<file path="src/rtl/keypad_entry.sv">
// Keypad entry front end: accumulates BCD digits into a binary operand and
// turns command keys into level-toggle events for the execution module.
module keypad_entry #(
    parameter int MAX_DIGITS = 4,
    parameter int NUM_W      = 14
) (
    input  logic             clk,
    input  logic             rstN,
    input  logic             keyValid,
    input  logic [3:0]       keyCode,
    output logic             keyReady,
    output logic [NUM_W-1:0] inNumbers,
    output logic             store,
    output logic             update,
    output logic             show,
    output logic             reset,
    output logic             errIn,
    output logic [2:0]       digitCount
);

    typedef enum logic [1:0] {EMPTY, ENTRY, CMD, ERROR} state_e;
    typedef enum logic [1:0] {CMD_STORE, CMD_UPDATE, CMD_SHOW, CMD_CLEAR} cmd_e;

    localparam logic [3:0] KEY_STORE     = 4'd10;
    localparam logic [3:0] KEY_UPDATE    = 4'd11;
    localparam logic [3:0] KEY_SHOW      = 4'd12;
    localparam logic [3:0] KEY_CLEAR     = 4'd13;
    localparam logic [3:0] KEY_BACKSPACE = 4'd14;

    state_e                          state_q, state_d;
    cmd_e                            cmd_q, cmd_d;
    logic [MAX_DIGITS-1:0][3:0]      digits_q, digits_d;
    logic [2:0]                      count_q, count_d;
    logic [NUM_W-1:0]                num_q, num_d;
    logic [3:0]                      tog_q, tog_d;
    logic                            err_q, err_d;
    logic                            ready_q, ready_d;
    logic                            accept;

    assign accept = keyValid && ready_q;

    // Horner evaluation of the BCD buffer, most significant digit first.
    always_comb begin
        num_d = '0;
        for (int i = MAX_DIGITS - 1; i >= 0; i--) begin
            num_d = num_d * NUM_W'(10) + NUM_W'(digits_q[i]);
        end
    end

    always_comb begin
        // NOTE: every _d starts as its _q so no path through this block leaves
        // a variable unassigned, which would otherwise infer a latch.
        state_d  = state_q;
        cmd_d    = cmd_q;
        digits_d = digits_q;
        count_d  = count_q;
        tog_d    = tog_q;
        err_d    = (state_q == ERROR);

        if (state_q == CMD) begin
            tog_d[cmd_q] = ~tog_q[cmd_q];
            state_d      = EMPTY;
            count_d      = '0;
        end else if (accept) begin
            if (keyCode == KEY_CLEAR) begin
                cmd_d    = CMD_CLEAR;
                state_d  = CMD;
                digits_d = '0;
                count_d  = '0;
            end else if (state_q == ERROR) begin
                // Locked: consume and ignore everything but clear.
            end else if (keyCode <= 4'd9) begin
                if (state_q == EMPTY) begin
                    digits_d    = '0;
                    digits_d[0] = keyCode;
                    count_d     = 3'd1;
                    state_d     = ENTRY;
                end else if (count_q < 3'(MAX_DIGITS)) begin
                    digits_d = {digits_q[MAX_DIGITS-2:0], keyCode};
                    count_d  = count_q + 3'd1;
                end else begin
                    state_d = ERROR;
                end
            end else if (keyCode == KEY_STORE) begin
                cmd_d   = CMD_STORE;
                state_d = CMD;
            end else if (keyCode == KEY_UPDATE) begin
                cmd_d   = CMD_UPDATE;
                state_d = CMD;
            end else if (keyCode == KEY_SHOW) begin
                cmd_d   = CMD_SHOW;
                state_d = CMD;
            end else if (keyCode == KEY_BACKSPACE) begin
                if (state_q == ENTRY) begin
                    digits_d = {4'd0, digits_q[MAX_DIGITS-1:1]};
                    count_d  = count_q - 3'd1;
                    if (count_q == 3'd1) begin
                        state_d = EMPTY;
                    end
                end
            end else begin
                state_d = ERROR;
            end
        end

        ready_d = (state_d != CMD);
    end

    always_ff @(posedge clk or negedge rstN) begin
        if (!rstN) begin
            state_q  <= EMPTY;
            cmd_q    <= CMD_STORE;
            // NOTE: the digit buffer is only a few flops and its contents are
            // visible on inNumbers, so it is reset like any other state.
            digits_q <= '0;
            count_q  <= '0;
            num_q    <= '0;
            tog_q    <= '0;
            err_q    <= 1'b0;
            ready_q  <= 1'b1;
        end else begin
            // NOTE: non-blocking assignments so every flop samples the
            // pre-edge value of every other flop.
            state_q  <= state_d;
            cmd_q    <= cmd_d;
            digits_q <= digits_d;
            count_q  <= count_d;
            num_q    <= num_d;
            tog_q    <= tog_d;
            err_q    <= err_d;
            ready_q  <= ready_d;
        end
    end

    assign keyReady   = ready_q;
    assign inNumbers  = num_q;
    assign store      = tog_q[CMD_STORE];
    assign update     = tog_q[CMD_UPDATE];
    assign show       = tog_q[CMD_SHOW];
    assign reset      = tog_q[CMD_CLEAR];
    assign errIn      = err_q;
    assign digitCount = count_q;

endmodule

</file>
<file path="config.mk">
export PLATFORM = sky130hd
export DESIGN_NAME = keypad_entry
export DESIGN_NICKNAME = d
export VERILOG_FILES = /design/src/rtl/keypad_entry.sv
export SDC_FILE = /design/constraint.sdc
export NUM_CORES = 1
export LEC_CHECK = 0
export ABC_AREA = 1
export CAP_MARGIN = 40
export CORE_ASPECT_RATIO = 1.5
export CORE_MARGIN = 2
export CORE_UTILIZATION = 25
export CTS_CLUSTER_SIZE = 20
export DETAILED_ROUTE_END_ITERATION = 7
export GPL_ROUTABILITY_DRIVEN = 0
export GPL_TIMING_DRIVEN = 1
export PLACE_DENSITY = 0.43
export SYNTH_ARGS = -nofsm -noshare
export SYNTH_HDL_FRONTEND = slang
export SYNTH_SLANG_ARGS = --single-unit
</file>
<file path="constraint.sdc">
create_clock -name clk -period 7.5 [get_ports clk]
set_clock_uncertainty 0.15 [all_clocks]
set_input_delay 2.25 -clock clk [delete_from_list [all_inputs] [get_ports clk]]
set_output_delay 2.25 -clock clk [all_outputs]
set_load 0.02 [all_outputs]
</file>
* Word level (Yosys, flattened, before mapping)
Index checks and enable logic that the tools add are counted.
** Storage, ports and cells
- Register bits after elaboration :: 43
- Output and inout bits :: 23
- Input bits :: 7
** Cells by class
- Bitwise logic cells :: 2
- Multiplexer cells :: 46
- Equal/unequal tests :: 21
- Multipliers :: 3
- Magnitude comparators :: 4
- Add/subtract/negate cells :: 5
- Reduce and logical (&&, ||, !) cells :: 12
** Operators with widths (number)
- two-way mux 16 bit :: 10
- two-way mux 2 bit :: 19
- two-way mux 3 bit :: 12
- == test 4 bit, second input constant :: 5
- adder 13 x 4 -> 14 bit :: 1
- adder 14 x 4 -> 14 bit :: 1
- multiplier 14 x 3 -> 13 bit, second input constant :: 1
- multiplier 9 x 3 -> 12 bit, second input constant :: 1
- != test 4 bit, second input constant :: 3
- nonzero test 4 bit :: 3
- adder 8 x 4 -> 9 bit :: 1
- != test 3 bit, second input constant :: 3
- AND reduction 9 bit :: 1
- AND reduction 8 bit :: 1
- multiplier 4 x 3 -> 7 bit, second input constant :: 1
- nonzero test 3 bit :: 2
- != test 5 x 3 -> 1 bit, second input constant :: 1
- AND reduction 5 bit :: 1
- bitwise mux 4 bit :: 1
- == test 2 bit, second input constant :: 2
- <= comparator 4 bit, second input constant :: 1
- != test 2 bit, second input constant :: 2
- != test 4 x 2 -> 1 bit, second input constant :: 1
- adder 3 x 1 -> 3 bit, second input constant :: 1
- other kinds (15) :: 18

* Depth between registers and ports, before layout
Gate-level depths: netlist of run 1.
- Word-level depth :: 13
- Depth in mapped cells :: 32
- Gate-level depth less buffers :: 32

* Worst setup path before layout of run 1
No wires, ideal clock.
- Kind :: register -> register
- From :: register digits_q[15] (netlist name)
- To :: register num_q[13] (netlist: inNumbers[13])
- Required time :: 7232 ps
- Path slack :: 2525 ps
- Cell stages (with the launch flop) :: 32
- Data arrival time :: 4707 ps
- Setup time :: 118 ps
- Cell sequence :: dfrtp_1 > ha_1 > ha_1 > fa_1 > nand2_1 > inv_1 > nand3_1 > xnor2_1 > inv_1 > ha_1 > ha_1 > nand2_1 > inv_1 > nand3_1 > nand3_1 > nand2_1 > nand2_1 > nor3_1 > nor2_1 > ha_1 > ha_1 > inv_1 > o21bai_1 > a21oi_1 > nand2_1 > or2_2 > nand2_1 > inv_1 > nand3_1 > nor2_1 > nand3_1 > nand2_1
** On the way
- Cells in the longest elaborated chain, start to end :: 6
** Ends and longest elaborated chain
- start: declaration :: RTL line 32 : logic [MAX_DIGITS-1:0][3:0] digits_q, digits_d;
- start signal: assignment :: RTL line 126 : digits_q <= digits_d;
- multiplier 4 x 3 -> 7 bit :: RTL line 46 : num_d = num_d * NUM_W'(10) + NUM_W'(digits_q[i]);
- adder 8 x 4 -> 9 bit :: RTL line 46
- multiplier 9 x 3 -> 12 bit :: RTL line 46
- adder 13 x 4 -> 14 bit :: RTL line 46
- multiplier 14 x 3 -> 13 bit :: RTL line 46
- adder 14 x 4 -> 14 bit :: RTL line 46
- net num_d[13] :: RTL line 34 : logic [NUM_W-1:0] num_q, num_d;
- end signal: assignment :: RTL line 128 : num_q <= num_d;
- end: declaration :: RTL line 34
The timed path passes the listed nets, and every way through them passes these cells.
A chain may end at the register's enable or synchronous reset.

* Worst setup path in the final report of run 1
- From :: register digits_q[13] (netlist name)
- To :: register num_q[13] (netlist: inNumbers[13])
Same word-level chain as after synthesis.

==> results of run 1 <==
per-layer routing:
layer / routed length [um] / vias up / track usage [%] / part of all wire (%)
li1: - / 1705 / - / -
met2: 4619 / 49 / 22.12 / 55
met3: 242 / 13 / 1.992 / 2.9
met1: 3408 / 1464 / 11.40 / 40
met5: 0 / - / 0 / 0
met4: 183 / 0 / 3.990 / 2.2
Yosys cell counts (2+ instances only):
| library cell | count |
|---|---|
| sky130_fd_sc_hd__a21oi_1 | 15 |
| sky130_fd_sc_hd__xnor2_1 | 10 |
| sky130_fd_sc_hd__nand4_1 | 6 |
| sky130_fd_sc_hd__a31oi_1 | 3 |
| sky130_fd_sc_hd__fa_1 | 6 |
| sky130_fd_sc_hd__xor2_1 | 17 |
| sky130_fd_sc_hd__dfrtp_1 | 42 |
| sky130_fd_sc_hd__o21ai_1 | 2 |
| sky130_fd_sc_hd__nand3_1 | 37 |
| sky130_fd_sc_hd__o21ai_2 | 2 |
| sky130_fd_sc_hd__o22ai_1 | 13 |
| sky130_fd_sc_hd__ha_1 | 49 |
| sky130_fd_sc_hd__nor2_1 | 36 |
| sky130_fd_sc_hd__nand2_1 | 119 |
| sky130_fd_sc_hd__o21ai_0 | 32 |
| sky130_fd_sc_hd__inv_1 | 96 |
| sky130_fd_sc_hd__nor3_1 | 5 |
stage by stage:
step / cells / area, um2
2_1_floorplan: 510 / 3750
3_3_place_gp: 732 / 4263
3_5_place_dp: 733 / 4283
4_1_cts: 741 / 4452
5_1_grt: 741 / 4452
6_report: 741 / 4452
worst max-delay path: cells and delay by family, from the launching register on:
family          cells  cell delay [ps]
compound gates      2              190
xor+xnor            1              270
fa+ha+maj           7             2400
buf+inv             5              410
flops               1              400
simple gates       16             1610
area by class of cell:
| cell class | instances | area share (%) |
|---|---|---|
| clock buffers | 5 | 2.811 |
| repair buffers | 32 | 7.195 |
| multi-input cells | 365 | 51.12 |
| flip-flops and latches | 43 | 24.20 |
| well taps | 196 | 5.509 |
| clock inverters | 3 | 0.9837 |
| inverters | 97 | 8.179 |
sequential cells by signal (all words and copies together) (netlist names):
signal      cells
inNumbers      14
tog_q           4
keyReady        1
errIn           1
cmd_q           2
digitCount      3
state_q         2
digits_q       16
worst paths after layout:
path | endpoint | slack [ps] | startpoint | cells past startpoint
setup / recovery | inNumbers[13] | 1930 | digits_q[13] | 31
hold / removal | inNumbers[0] | 240 | digits_q[0] | 0
setup reg to reg | inNumbers[13] | 1930 | digits_q[13] | 31
hold reg to reg | inNumbers[0] | 240 | digits_q[0] | 0
max in group asynchronous | keyReady | 4890 | rstN | 2
min in group asynchronous | inNumbers[11] | 1740 | rstN | 1
placed cells by master, fill, tap and decap left out, types with 2 or more instances in the layout:
cell | Yosys | final
sky130_fd_sc_hd__fa_1 | 6 | 6
sky130_fd_sc_hd__o21ai_2 | 2 | 2
sky130_fd_sc_hd__nand4_1 | 6 | 6
sky130_fd_sc_hd__ha_1 | 49 | 49
sky130_fd_sc_hd__o21ai_0 | 32 | 32
sky130_fd_sc_hd__inv_1 | 96 | 96
sky130_fd_sc_hd__a21oi_1 | 15 | 15
sky130_fd_sc_hd__clkdlybuf4s50_1 | 0 | 28
sky130_fd_sc_hd__nand2_1 | 119 | 119
sky130_fd_sc_hd__clkbuf_16 | 0 | 5
sky130_fd_sc_hd__a31oi_1 | 3 | 3
sky130_fd_sc_hd__dfrtp_1 | 42 | 42
sky130_fd_sc_hd__o21ai_1 | 2 | 2
sky130_fd_sc_hd__xor2_1 | 17 | 17
sky130_fd_sc_hd__buf_4 | 1 | 2
sky130_fd_sc_hd__xnor2_1 | 10 | 10
sky130_fd_sc_hd__o22ai_1 | 13 | 13
sky130_fd_sc_hd__nand3_1 | 37 | 37
sky130_fd_sc_hd__nor2_1 | 36 | 36
sky130_fd_sc_hd__nor3_1 | 5 | 5
cell families after synthesis:
family	count (synthesis)
AO/OA/AOI/OAI	73
XOR/XNOR	27
adder cells (fa/ha/maj)	55
buffers and inverters	102
flip-flops	43
AND/OR/NAND/NOR	210
==> Implementation_results.wiki, run 1 <==
{| class="wikitable"
! Metric !! Value
|-
| Sequential fraction of the synthesis area || 28.73%
|-
| Dpl hpwl || 7036 um
|-
| Worst setup timing slack at the placement stage || 1921 ps
|-
| Complex-gate fraction of the synthesized area || 10.98%
|-
| Via count || 3,231
|-
| Std cell rows || 54
|-
| Ratio of cells with drive above 1 in the final layout || 3.853%
|-
| Slowest cell on the critical path || sky130_fd_sc_hd__fa_1
|-
| Worst path required time || 7530 ps
|-
| GRT Total Usage || 11.12%
|-
| Root buffer selected by CTS || sky130_fd_sc_hd__clkbuf_16
|-
| CTS Hold Buffers Added || 0
|-
| Top cell type's share of synthesized area || 28.03%
|-
| Clock buffer depth || 2
|-
| Total Routed Length || 8453 um
|-
| Number of distinct library cells after synthesis || 37
|-
| Final Core Density || 30.50%
|-
| Count of antenna diodes in the layout || 0
|-
| Smallest setup slack after layout || 1928 ps
|-
| Final critical-path share of the clock period || 74.30%
|-
| Detailed-routing iteration count for the pre-antenna-repair pass || 4
|-
| Post-synthesis instance area || 3750 um2
|-
| Gate count of the mapped netlist || 510
|-
| Multi-input gate area || 2276 um2
|-
| Maximum number of pins on one net before global-route repair || 33
|-
| Area growth, synth to finish || 18.72%
|-
| Fillcell total || 1,636
|-
| Inserted Clock Buffers || 5
|-
| Endpoint kind of the worst setup timing path || flip-flop
|-
| Initial drt markers || 37
|-
| Synth area leaders || sky130_fd_sc_hd__dfrtp_1 (28%), sky130_fd_sc_hd__ha_1 (16%), sky130_fd_sc_hd__nand2_1 (12%)
|-
| Number of antenna violations at the first check in global routing || 0
|-
| CP peak stage delay || 530 ps
|-
| Post-synthesis share of cell area spent on and, or, nand and nor gates || 23.86%
|-
| Peak clock frequency supported by timing || 179.5 MHz
|-
| Width of the die || 104.0 um
|-
| Via density per instance || 4.360
|-
| XOR/XNOR share of the synthesized area || 6.306%
|-
| Slew @ Worst Pin || 629.3 ps
|-
| Portion of netlist area occupied by mux cells || 0%
|-
| Buffer count from post-CTS setup fixing || 0
|-
| Mean instance size in the synthesized netlist || 7.353 um2
|-
| Net count reported at finish || 606
|-
| Area inside the core boundary || 14,590 um2
|-
| Final setup violating endpoints || 0
|-
| Number of flip-flops and latches in the synthesized netlist || 43
|-
| Height of the die || 154.0 um
|-
| Setup TNS after final layout || 0 ps
|-
| Synthesized-area fraction occupied by adder cells || 19.55%
|-
| Cell repeated most along the worst path || sky130_fd_sc_hd__nand2_1
|-
| Worst Path Class, Setup || reg -> reg
|-
| Routed wirelength normalized by instance count || 11.41 um
|-
| Cells resized by post-CTS repair || 0
|-
| Post-route worst hold slack || 239.6 ps
|-
| Count of synthesis-stage warnings from yosys || 0
|-
| Die area || 16,010 um2
|-
| Count of endpoints failing hold in the final timing report || 0
|-
| Number of remaining DRC errors || 0
|-
| Final critical delay including setup and external delays || 5572 ps
|-
| Global-route wire length before repair || 14,820 um
|-
| Path class of the lowest-slack min-delay path || reg -> reg
|-
| Quantity of I/O buffers inserted on ports || 29
|-
| TritonCTS clock tree || yes
|-
| Final Max Slew Viols || 0
|-
| Clock Pin Slew Worst Setup and Hold Paths || 60 ps
|-
| Total area of sequential cells || 1077 um2
|-
| Via count of the first global-routing pass || 3,437
|-
| Maximum capacitance violations || 0
|-
| Outcome || complete, no violations
|-
| Library cell occupying the most area in the post-synthesis netlist || sky130_fd_sc_hd__dfrtp_1
|-
| Latest clock arrival within the worst-skew pair || 290 ps
|-
| Net Count, Synth || 572
|-
| Total congestion overflow after global routing || 0
|-
| Number of top-level pins || 30
|-
| Commonest register cell after synthesis || sky130_fd_sc_hd__dfrtp_1
|-
| Main combinational cell family by area after synthesis || simple AND/OR/NAND/NOR gates
|-
| Ys async rst share || 100.0%
|-
| Number of clock sinks seen by CTS || 43
|-
| RSZ-0062 raised after global routing || no
|-
| Starting density of the core || 25.69%
|-
| CP startpoint kind || flip-flop
|-
| EDFF count, synth || 0
|-
| H-Tree Level Count || 2
|-
| Data arrival at the endpoint of the critical path || 5600 ps
|-
| Slew Limit Headroom || 57.89%
|-
| Antenna Nets Post-Route || 0
|-
| Maximum fanout encountered on the critical timing path || 7
|}
Power of run 1 is left out: the tool's default activity adds up to more than one toggle a clock period on the data nets, which glitch-free logic cannot reach.
==> inputs of run 2 (changes only) <==
--- a/config.mk
+++ b/config.mk
@@ -14,7 +14,7 @@
 export DETAILED_ROUTE_END_ITERATION = 7
 export GPL_ROUTABILITY_DRIVEN = 0
 export GPL_TIMING_DRIVEN = 1
-export PLACE_DENSITY = 0.43
+export PLACE_DENSITY = 0.44
 export SYNTH_ARGS = -nofsm -noshare
 export SYNTH_HDL_FRONTEND = slang
 export SYNTH_SLANG_ARGS = --single-unit
==> constraint.sdc (replaced) <==
create_clock -name clk -period 5.1 [get_ports clk]
set_clock_uncertainty 0.15 [all_clocks]
set_input_delay 1.53 -clock clk [delete_from_list [all_inputs] [get_ports clk]]
set_output_delay 1.53 -clock clk [all_outputs]
set_load 0.02 [all_outputs]
==> run 2 against run 1 <==
Compared with the run above: utilization is 5.6 points higher; sequential cell count stayed put; die area stayed put; via count is 7.5% higher; critical path type unchanged.
==> Implementation_results.wiki, run 2 (synthesized netlist as in run 1, its figures left out) <==
{| class="wikitable"
! Metric !! Value
|-
| Worst flop-to-flop path endpoint || inNumbers[13] (unchanged)
|-
| Inserted Clock Buffers || 5 (unchanged)
|-
| Number of antenna violations at the first check in global routing || 0 (unchanged)
|-
| Number of top-level pins || 30 (unchanged)
|-
| Final critical delay including setup and external delays || 4822 ps (was 5572 ps)
|-
| Root buffer selected by CTS || sky130_fd_sc_hd__clkbuf_16 (unchanged)
|-
| Fillcell total || 1,554 (was 1,636)
|-
| Clock Pin Slew Worst Setup and Hold Paths || 70 ps (was 60 ps)
|-
| GRT Total Usage || 11.40% (was 11.12%)
|-
| Routed wirelength normalized by instance count || 11.45 um (was 11.41 um)
|-
| Latest clock arrival within the worst-skew pair || 290 ps (about the same)
|-
| Maximum fanout encountered on the critical timing path || 4 (was 7)
|-
| Via count of the first global-routing pass || 3,525 (was 3,437)
|-
| Final Max Slew Viols || 0 (unchanged)
|-
| TritonCTS clock tree || yes (unchanged)
|-
| Data arrival at the endpoint of the critical path || 4860 ps (was 5600 ps)
|-
| Hold Startpoint || digits_q[0] (unchanged)
|-
| Quantity of I/O buffers inserted on ports || 29 (unchanged)
|-
| Number of cells on the worst reg-to-reg path || 29 (was 31)
|-
| Number of remaining DRC errors || 0 (unchanged)
|-
| Via density per instance || 4.412 (was 4.360)
|-
| Slowest cell on the critical path || sky130_fd_sc_hd__fa_2 (was sky130_fd_sc_hd__fa_1)
|-
| Count of endpoints failing hold in the final timing report || 0 (unchanged)
|-
| Antenna Nets Post-Route || 0 (unchanged)
|-
| Post-route worst hold slack || 249.2 ps (was 239.6 ps)
|-
| Outcome || complete, no violations (unchanged)
|-
| CP startpoint kind || flip-flop (unchanged)
|-
| Launch point of the worst reg-to-reg path || digits_q[15] (was digits_q[13])
|-
| Dpl hpwl || 6906 um (was 7036 um)
|-
| Total congestion overflow after global routing || 0 (unchanged)
|-
| Top library cells by usage in the layout, fill and taps aside || sky130_fd_sc_hd__nand2_1 (109), sky130_fd_sc_hd__inv_1 (89), sky130_fd_sc_hd__buf_4 (48) (was sky130_fd_sc_hd__nand2_1 (119), sky130_fd_sc_hd__inv_1 (96), sky130_fd_sc_hd__ha_1 (49))
|-
| Slew Limit Headroom || 54.83% (was 57.89%)
|-
| Most common cell after layout, fill and taps aside || sky130_fd_sc_hd__nand2_1 (unchanged)
|-
| H-Tree Level Count || 2 (unchanged)
|-
| Clock buffer depth || 2 (unchanged)
|-
| Number of clock sinks seen by CTS || 43 (unchanged)
|-
| Non-filler cells, final || 787 (was 741)
|-
| Worst Path Class, Setup || reg -> reg (unchanged)
|-
| Total Routed Length || 9015 um (was 8453 um)
|-
| Register with the most flip-flops || digits_q (unchanged)
|-
| Smallest setup slack after layout || 278.0 ps (was 1928 ps)
|-
| Final critical-path share of the clock period || 94.55% (was 74.30%)
|-
| Maximum number of pins on one net before global-route repair || 33 (unchanged)
|-
| Peak clock frequency supported by timing || 207.4 MHz (was 179.5 MHz)
|-
| Total area of sequential cells || 1079 um2 (was 1077 um2)
|-
| Die area || 16,010 um2 (unchanged)
|-
| Placed insts || 768 (was 733)
|-
| Detailed-routing iteration count for the pre-antenna-repair pass || 4 (unchanged)
|-
| Worst hold path endpoint || inNumbers[0] (unchanged)
|-
| Global-route wire length before repair || 15,250 um (was 14,820 um)
|-
| Std cell rows || 54 (unchanged)
|-
| Register-to-register setup slack || 280 ps (was 1930 ps)
|-
| Hold path cells || 0 (unchanged)
|-
| Endpoint kind of the worst setup timing path || flip-flop (unchanged)
|-
| Path class of the lowest-slack min-delay path || reg -> reg (unchanged)
|-
| Width of the die || 104.0 um (unchanged)
|-
| Final setup violating endpoints || 0 (unchanged)
|-
| CP peak stage delay || 580 ps (was 530 ps)
|-
| Net count reported at finish || 652 (was 606)
|-
| Cell repeated most along the worst path || sky130_fd_sc_hd__ha_4 (was sky130_fd_sc_hd__nand2_1)
|-
| Worst path required time || 5140 ps (was 7530 ps)
|-
| Maximum capacitance violations || 0 (unchanged)
|-
| Multi-input gate area || 2754 um2 (was 2276 um2)
|-
| Worst setup timing slack at the placement stage || -138.4 ps (was 1921 ps)
|-
| Starting density of the core || 25.69% (unchanged)
|-
| Area inside the core boundary || 14,590 um2 (unchanged)
|-
| Slew @ Worst Pin || 675.1 ps (was 629.3 ps)
|-
| Via count || 3,472 (was 3,231)
|-
| Ratio of cells with drive above 1 in the final layout || 22.50% (was 3.853%)
|-
| Initial drt markers || 58 (was 37)
|-
| Area growth, synth to finish || 40.71% (was 18.72%)
|-
| Height of the die || 154.0 um (unchanged)
|-
| Flip-flop count of the largest register after layout || 16 (unchanged)
|-
| Count of antenna diodes in the layout || 0 (unchanged)
|}
-- run 2: worst max path at each step --
stage	startpoint	endpoint	slack, ps	depth (start not counted)
floorplan	digits_q[15]	inNumbers[13]	130	31
detailed placement	digits_q[13]	inNumbers[13]	-140	30
global placement	digits_q[13]	inNumbers[13]	-60	31
global route	digits_q[15]	inNumbers[12]	-40	31
CTS	digits_q[13]	inNumbers[13]	20	30
finish	digits_q[15]	inNumbers[13]	280	29
-- run 2: worst max-delay path, delay by kind of cell (launching register included) --
family                     cells  cell delay (ps)
xor gates and xnor gates       1              140
buffers and inverters          6              480
adders and majority gates      7             2080
AOI/OAI and AO/OA              2              180
DFF                            1              410
and+or+nand+nor               13             1270
-- run 2: through the flow --
step	cell area, um2	utilization (%)	setup TNS, ps
2_1_floorplan	3750	-	0
3_3_place_gp	4526	31.01	-76.62
3_5_place_dp	4546	31.15	-282.0
4_1_cts	4828	33.08	0
5_1_grt	5276	36.15	-71.01
6_report	5276	36.15	0
-- run 2: area by class of cell --
cell class,instances,share of cell area (%)
Clock inverter,3,0.8300
Inverter,97,6.901
Multi-Input combinational cell,365,52.19
Clock buffer,5,2.371
Timing Repair Buffer,78,12.62
Sequential cell,43,20.44
Tap cell,196,4.648
-- run 2: routing by layer --
metal | track usage, % | up-vias | share of wire, %
li1 | - | 1799 | -
met1 | 11.98 | 1610 | 39
met2 | 22.53 | 51 | 56
met3 | 1.653 | 12 | 2.5
met4 | 4.311 | 0 | 1.8
met5 | 0 | - | 0
-- run 2: repair_timing --
item | CTS | global route
resized for setup | 20 | 61
buffers inserted | 1 | 10
hold buffers | 0 | 0
pin swaps | 5 | 32
setup endpoints to repair | 3 | 5
Power of run 2 is left out for the same reason.
